<file path="src/rtl/result_collector_pkg.sv">
`default_nettype none
// ============================================================================
//  Module      : result_collector_pkg
//  Description : Shared defaults, FSM state encoding and pointer-width helper
//                for the result collector.
//  Revision    : 1.0 - initial release
// ============================================================================
package result_collector_pkg;

    localparam int unsigned c_data_w    = 8;
    localparam int unsigned c_frame_len = 4;

    typedef enum logic [1:0] {
        IDLE    = 2'd0,
        COLLECT = 2'd1,
        DRAIN   = 2'd2
    } state_t;

    // A depth of one still needs a one-bit pointer to stay legal
    function automatic int unsigned ptr_w(input int unsigned depth);
        return (depth > 1) ? $clog2(depth) : 1;
    endfunction

endpackage
`default_nettype wire

</file>
<file path="src/rtl/result_collector_frame_buffer.sv">
`default_nettype none
// ============================================================================
//  Module      : result_collector_frame_buffer
//  Description : One-frame word store with write count, read pointer and a
//                registered read port.
//  Revision    : 1.0 - initial release
// ============================================================================
module result_collector_frame_buffer
    import result_collector_pkg::*;
#(
    parameter int unsigned DATA_W    = c_data_w,
    parameter int unsigned FRAME_LEN = c_frame_len
) (
    input  logic              clk,
    input  logic              rst_n,
    input  logic              wr_en,
    input  logic [DATA_W-1:0] wr_data,
    input  logic              rd_en,
    input  logic              clr,
    output logic [DATA_W-1:0] rd_data,
    output logic              last_wr,
    output logic              last_rd
);

    localparam int unsigned          c_ptr_w = ptr_w(FRAME_LEN);
    localparam logic [c_ptr_w-1:0]   c_last  = c_ptr_w'(FRAME_LEN - 1);
    localparam logic [c_ptr_w-1:0]   c_one   = c_ptr_w'(1);

    logic [DATA_W-1:0]  r_mem [FRAME_LEN];
    logic [c_ptr_w-1:0] r_wr_cnt;
    logic [c_ptr_w-1:0] r_rd_ptr;
    logic [DATA_W-1:0]  r_rd_data;

    assign last_wr = (r_wr_cnt == c_last);
    assign last_rd = (r_rd_ptr == c_last);
    assign rd_data = r_rd_data;

    always_ff @(posedge clk) begin
        if (wr_en) begin
            r_mem[r_wr_cnt] <= wr_data;
        end
    end

    // Pointers park on the last slot; only the frame-complete clear wraps them
    always_ff @(posedge clk or negedge rst_n) begin
        if (!rst_n) begin
            r_wr_cnt  <= '0;
            r_rd_ptr  <= '0;
            r_rd_data <= '0;
        end else begin
            if (clr) begin
                r_wr_cnt <= '0;
                r_rd_ptr <= '0;
            end else begin
                if (wr_en && !last_wr) begin
                    r_wr_cnt <= r_wr_cnt + c_one;
                end
                if (rd_en && !last_rd) begin
                    r_rd_ptr <= r_rd_ptr + c_one;
                end
            end
            if (rd_en) begin
                r_rd_data <= r_mem[r_rd_ptr];
            end
        end
    end

endmodule
`default_nettype wire

</file>
<file path="src/rtl/result_collector.sv">
`default_nettype none
// ============================================================================
//  Module      : result_collector
//  Description : Collects FRAME_LEN result words, then drains them in order;
//                tracks busy / frame-ready status and a sticky overflow flag.
//  Revision    : 1.0 - initial release
// ============================================================================
module result_collector
    import result_collector_pkg::*;
#(
    parameter int unsigned DATA_W    = c_data_w,
    parameter int unsigned FRAME_LEN = c_frame_len
) (
    input  logic              clk,
    input  logic              rst_n,
    input  logic              wr_req,
    input  logic [DATA_W-1:0] wr_data,
    input  logic              rd_req,
    output logic [DATA_W-1:0] rd_data,
    output logic              rd_valid,
    output logic              frame_rdy,
    output logic              busy,
    output logic              overflow,
    input  logic              clr_ovf
);

    state_t r_state;
    state_t w_state_nxt;
    logic   w_wr_en;
    logic   w_rd_en;
    logic   w_clr;
    logic   w_ovf_evt;
    logic   w_last_wr;
    logic   w_last_rd;
    logic   r_rd_valid;
    logic   r_overflow;

    result_collector_frame_buffer #(
        .DATA_W    (DATA_W),
        .FRAME_LEN (FRAME_LEN)
    ) u_frame_buffer (
        .clk     (clk),
        .rst_n   (rst_n),
        .wr_en   (w_wr_en),
        .wr_data (wr_data),
        .rd_en   (w_rd_en),
        .clr     (w_clr),
        .rd_data (rd_data),
        .last_wr (w_last_wr),
        .last_rd (w_last_rd)
    );

    always_ff @(posedge clk or negedge rst_n) begin
        if (!rst_n) begin
            r_state <= IDLE;
        end else begin
            r_state <= w_state_nxt;
        end
    end

    // Reads are only honoured once the frame is complete; writes only before
    always_comb begin
        w_state_nxt = r_state;
        w_wr_en     = 1'b0;
        w_rd_en     = 1'b0;
        w_clr       = 1'b0;
        w_ovf_evt   = 1'b0;
        case (r_state)
            IDLE, COLLECT: begin
                if (wr_req) begin
                    w_wr_en     = 1'b1;
                    w_state_nxt = w_last_wr ? DRAIN : COLLECT;
                end
            end
            DRAIN: begin
                w_ovf_evt = wr_req;
                if (rd_req) begin
                    w_rd_en = 1'b1;
                    if (w_last_rd) begin
                        w_clr       = 1'b1;
                        w_state_nxt = IDLE;
                    end
                end
            end
            default: begin
                w_clr       = 1'b1;
                w_state_nxt = IDLE;
            end
        endcase
    end

    // Set has priority over clear so a coincident overflow is never lost
    always_ff @(posedge clk or negedge rst_n) begin
        if (!rst_n) begin
            r_rd_valid <= 1'b0;
            r_overflow <= 1'b0;
        end else begin
            r_rd_valid <= w_rd_en;
            if (w_ovf_evt) begin
                r_overflow <= 1'b1;
            end else if (clr_ovf) begin
                r_overflow <= 1'b0;
            end
        end
    end

    assign rd_valid  = r_rd_valid;
    assign overflow  = r_overflow;
    assign frame_rdy = (r_state == DRAIN);
    assign busy      = (r_state == COLLECT);

endmodule
`default_nettype wire
</file>
<file path="config.mk">
export PLATFORM = sky130hd
export DESIGN_NAME = result_collector
export DESIGN_NICKNAME = d
export VERILOG_FILES = /design/src/rtl/result_collector_pkg.sv /design/src/rtl/result_collector_frame_buffer.sv /design/src/rtl/result_collector.sv
export SDC_FILE = /design/constraint.sdc
export NUM_CORES = 1
export LEC_CHECK = 0
export CAP_MARGIN = 20
export CELL_PAD_IN_SITES_DETAIL_PLACEMENT = 1
export CELL_PAD_IN_SITES_GLOBAL_PLACEMENT = 1
export CORE_ASPECT_RATIO = 1.2
export CORE_MARGIN = 2
export CORE_UTILIZATION = 42
export CTS_CLUSTER_SIZE = 40
export DETAILED_ROUTE_END_ITERATION = 7
export PLACE_DENSITY = 0.82
export SYNTH_ARGS = -nofsm -noshare
export SYNTH_HDL_FRONTEND = slang
export SYNTH_SLANG_ARGS = --single-unit
export TNS_END_PERCENT = 50
</file>
<file path="constraint.sdc">
create_clock -name clk -period 2.2 [get_ports clk]
set_input_delay 0.22 -clock clk [delete_from_list [all_inputs] [get_ports clk]]
set_output_delay 0.22 -clock clk [all_outputs]
set_load 0.01 [all_outputs]
</file>
==> key figures <==
Floorplanning
  – Initial Util: 43.91%
  – Die Y: 77.40 µm
  – I/O pin total: 25
  – Core box area: 0.004294 mm²
  – Die Wd: 65.17 µm
  – Die footprint: 0.005044 mm²
  – Cell Rows: 26

Power
  – VDD IR-drop max: 0.5790 mV
  – Total Power: 0.002762 W
  – Leakage dissipation: 0.8505 nW
  – PD cells: 1201 mW/mm²

Drt
  – Final WL: 3.503 mm
  – Vias/cell: 5.101
  – Via count: 959
  – Remaining DRCs: 0
  – First DRT Iteration DRCs: 35
  – Pre-antenna DRT Iters: 4
  – Final ANT Viol Nets: 0
  – WL/cell: 18.63 µm

Placement
  – Cells after DPL: 180
  – Pre-CTS WS: 362.1 ps
  – DPL Wire Length: 2.580 mm
  – Routability cong.: 0.7210
  – I/O Buffers: 24

Clock tree
  – CTS Root Buffer Type: clkbuf_8
  – CTS Hold Bufs: 0
  – Clock Sinks: 48
  – Post-CTS sizing: 0
  – H-tree depth: 2
  – Max Root-Sink Buffers: 2
  – CTS buffer count: 5
  – Clock Latency Late Sink: 290 ps
  – Setup bufs post-CTS: 0
  – Reg clk slew, reported paths: 90 ps
  – TritonCTS clock tree: built

Critical path
  – Crit Path Category: flop to output port
  – Worst setup EP type: output port
  – CP max FO: 7
  – CP Data Required Time: 1980 ps
  – Arr. time, crit path: 1580 ps
  – Worst Setup Start Kind: flop

Worst hold path
  – HP Class: input port to async pin

Global route
  – Vias in the first global route: 1,111
  – Gr usage total: 16.06%
  – GR Overflow Total: 0
  – Pin count of the biggest net entering global routing: 17
  – Initial antenna violation count: 0
  – First-pass GRT wire length: 5.802 mm

Timing
  – Setup TNS: 0 ps
  – Worst-margin pin slew: 792.5 ps
  – Final setup viols: 0
  – Fmax: 556.4 MHz
  – Final worst slack: 402.8 ps
  – Final period utilization: 81.69%
  – Worst relative slew slack: 47.00%
  – Final Hold Vio Count: 0
  – Final min period: 1797 ps
  – Slew Limit Fails: 0
  – RSZ-0062 raised after global routing: false
  – Clk_skew: 8.877 ps

Synth
  – Library cells used by synthesis: 22
  – Yosys warns: 0
  – Synth Register Bits: 48
  – Cell with the most instances after synthesis: edfxtp_1
  – Register area share after synthesis: 72.20%
  – Mapped Cells: 101
  – Post-synth top cells: 32 x edfxtp_1, 16 x dfrtp_1, 8 x mux2_2, 8 x mux4_2
  – Top cells by area, synth: edfxtp_1 51%, dfrtp_1 21%, mux4_2 9.6%
  – Ys flop type: edfxtp_1
  – Post-synth EDFFs: 32
  – Syn Nets: 119
  – Cell taking the most area after synthesis: edfxtp_1
  – Mean Syn Cell Area: 18.67 µm²
  – Yosys top cell area share: 50.96%
  – Mapped cell area: 0.001886 mm²
  – Synth async-reset ratio: 33.33%

Cells and area
  – Layout Utilization: 53.55%
  – Register area: 0.001361 mm²
  – Nets: 149
  – Layout fillers: 412
  – Area grow syn2layout: 21.96%
  – Fin cells: 188
  – Diodes inserted: 0
  – Layout cells sized above 1: 20.45%
  – Area of the multi-input gates: 490.5 µm²

Outcome
  – Status: completed

Job
  – Max-cap violations: 0
per-stage QoR:
stage / hold slack [ps] / instance area, µm²
3_3_place_gp: 488.0 / 2188
2_1_floorplan: -75.59 / 1886
6_report: 380.8 / 2300
5_1_grt: 433.2 / 2300
4_1_cts: 407.5 / 2300
3_5_place_dp: 500.6 / 2188
area by class of cell:
cell class / count / area share (%)
flip-flops and latches: 48 / 59.19
well taps: 56 / 3.047
repair buffers: 25 / 10.77
multi-input cells: 46 / 21.33
inverters: 5 / 0.8161
clock inverters: 3 / 1.850
clock buffers: 5 / 2.992
layer usage:
metal / vias up / GRT usage (%) / share of wire, %
li1: 442 / - / -
met1: 491 / 18.62 / 39
met2: 20 / 27.76 / 56
met3: 6 / 3.333 / 3.3
met4: 0 / 8.125 / 1.5
met5: - / 0 / 0
logic make-up (layout without fill, tap and decap cells):
| group | after synthesis | after routing | share of synthesized area [%] |
|---|---|---|---|
| AND/OR/NAND/NOR | 15 | 15 | 4.579 |
| adder cells (fa/ha/maj) | 5 | 5 | 3.318 |
| buffers and inverters | 7 | 38 | 1.792 |
| multiplexers | 17 | 17 | 14.86 |
| XOR/XNOR | 1 | 1 | 0.4646 |
| AO/OA/AOI/OAI | 8 | 8 | 2.788 |
| flip-flops | 48 | 48 | 72.20 |
report_power, final:
| part | switching, W | internal (W) |
|---|---|---|
| Clock | 0.000283 | 0.000336 |
| Combinational | 0.000305 | 0.000444 |
| Sequential | 0.000177 | 0.00122 |
| Total | 0.000765 | 0.00200 |
final timing paths:
| check | cells after the start | start | endpoint | slack [ps] |
|---|---|---|---|---|
| max in group asynchronous | 1 | rst_n | u_frame_buffer.rd_data[2] | 1320 |
| min in group clk | 2 | clr_ovf | overflow | 490 |
| max reg2reg | 4 | u_frame_buffer.r_rd_ptr[0] | r_state[1] | 460 |
| max | 2 | r_state[1] | frame_rdy | 400 |
| min | 1 | rst_n | u_frame_buffer.rd_data[0] | 380 |
| min reg2reg | 1 | u_frame_buffer.rd_data[5] | u_frame_buffer.rd_data[5] | 520 |
sequential cells by signal (all words and copies together), names as in the netlist:
signal,count
u_frame_buffer.r_mem,32
u_frame_buffer.rd_data,8
r_state,2
u_frame_buffer.r_rd_ptr,2
u_frame_buffer.r_wr_cnt,2
overflow,1
rd_valid,1
critical path: stages, from the launching register on:
cell	delay [ps]
dfrtp_1	460
and2b_1	250
clkdlybuf4s50_1	570
cells in the final DEF, fill, tap and decap left out, types with 2 or more instances in the layout:
cell type	instances
mux4_2	8
inv_1	5
nor2b_1	3
nand2_1	3
clkbuf_8	5
mux2_2	8
ha_1	5
edfxtp_1	32
clkdlybuf4s50_1	24
o21ai_0	4
dfrtp_1	16
o2bb2ai_1	2
and2_1	4
(Power assumes the default switching activity.)
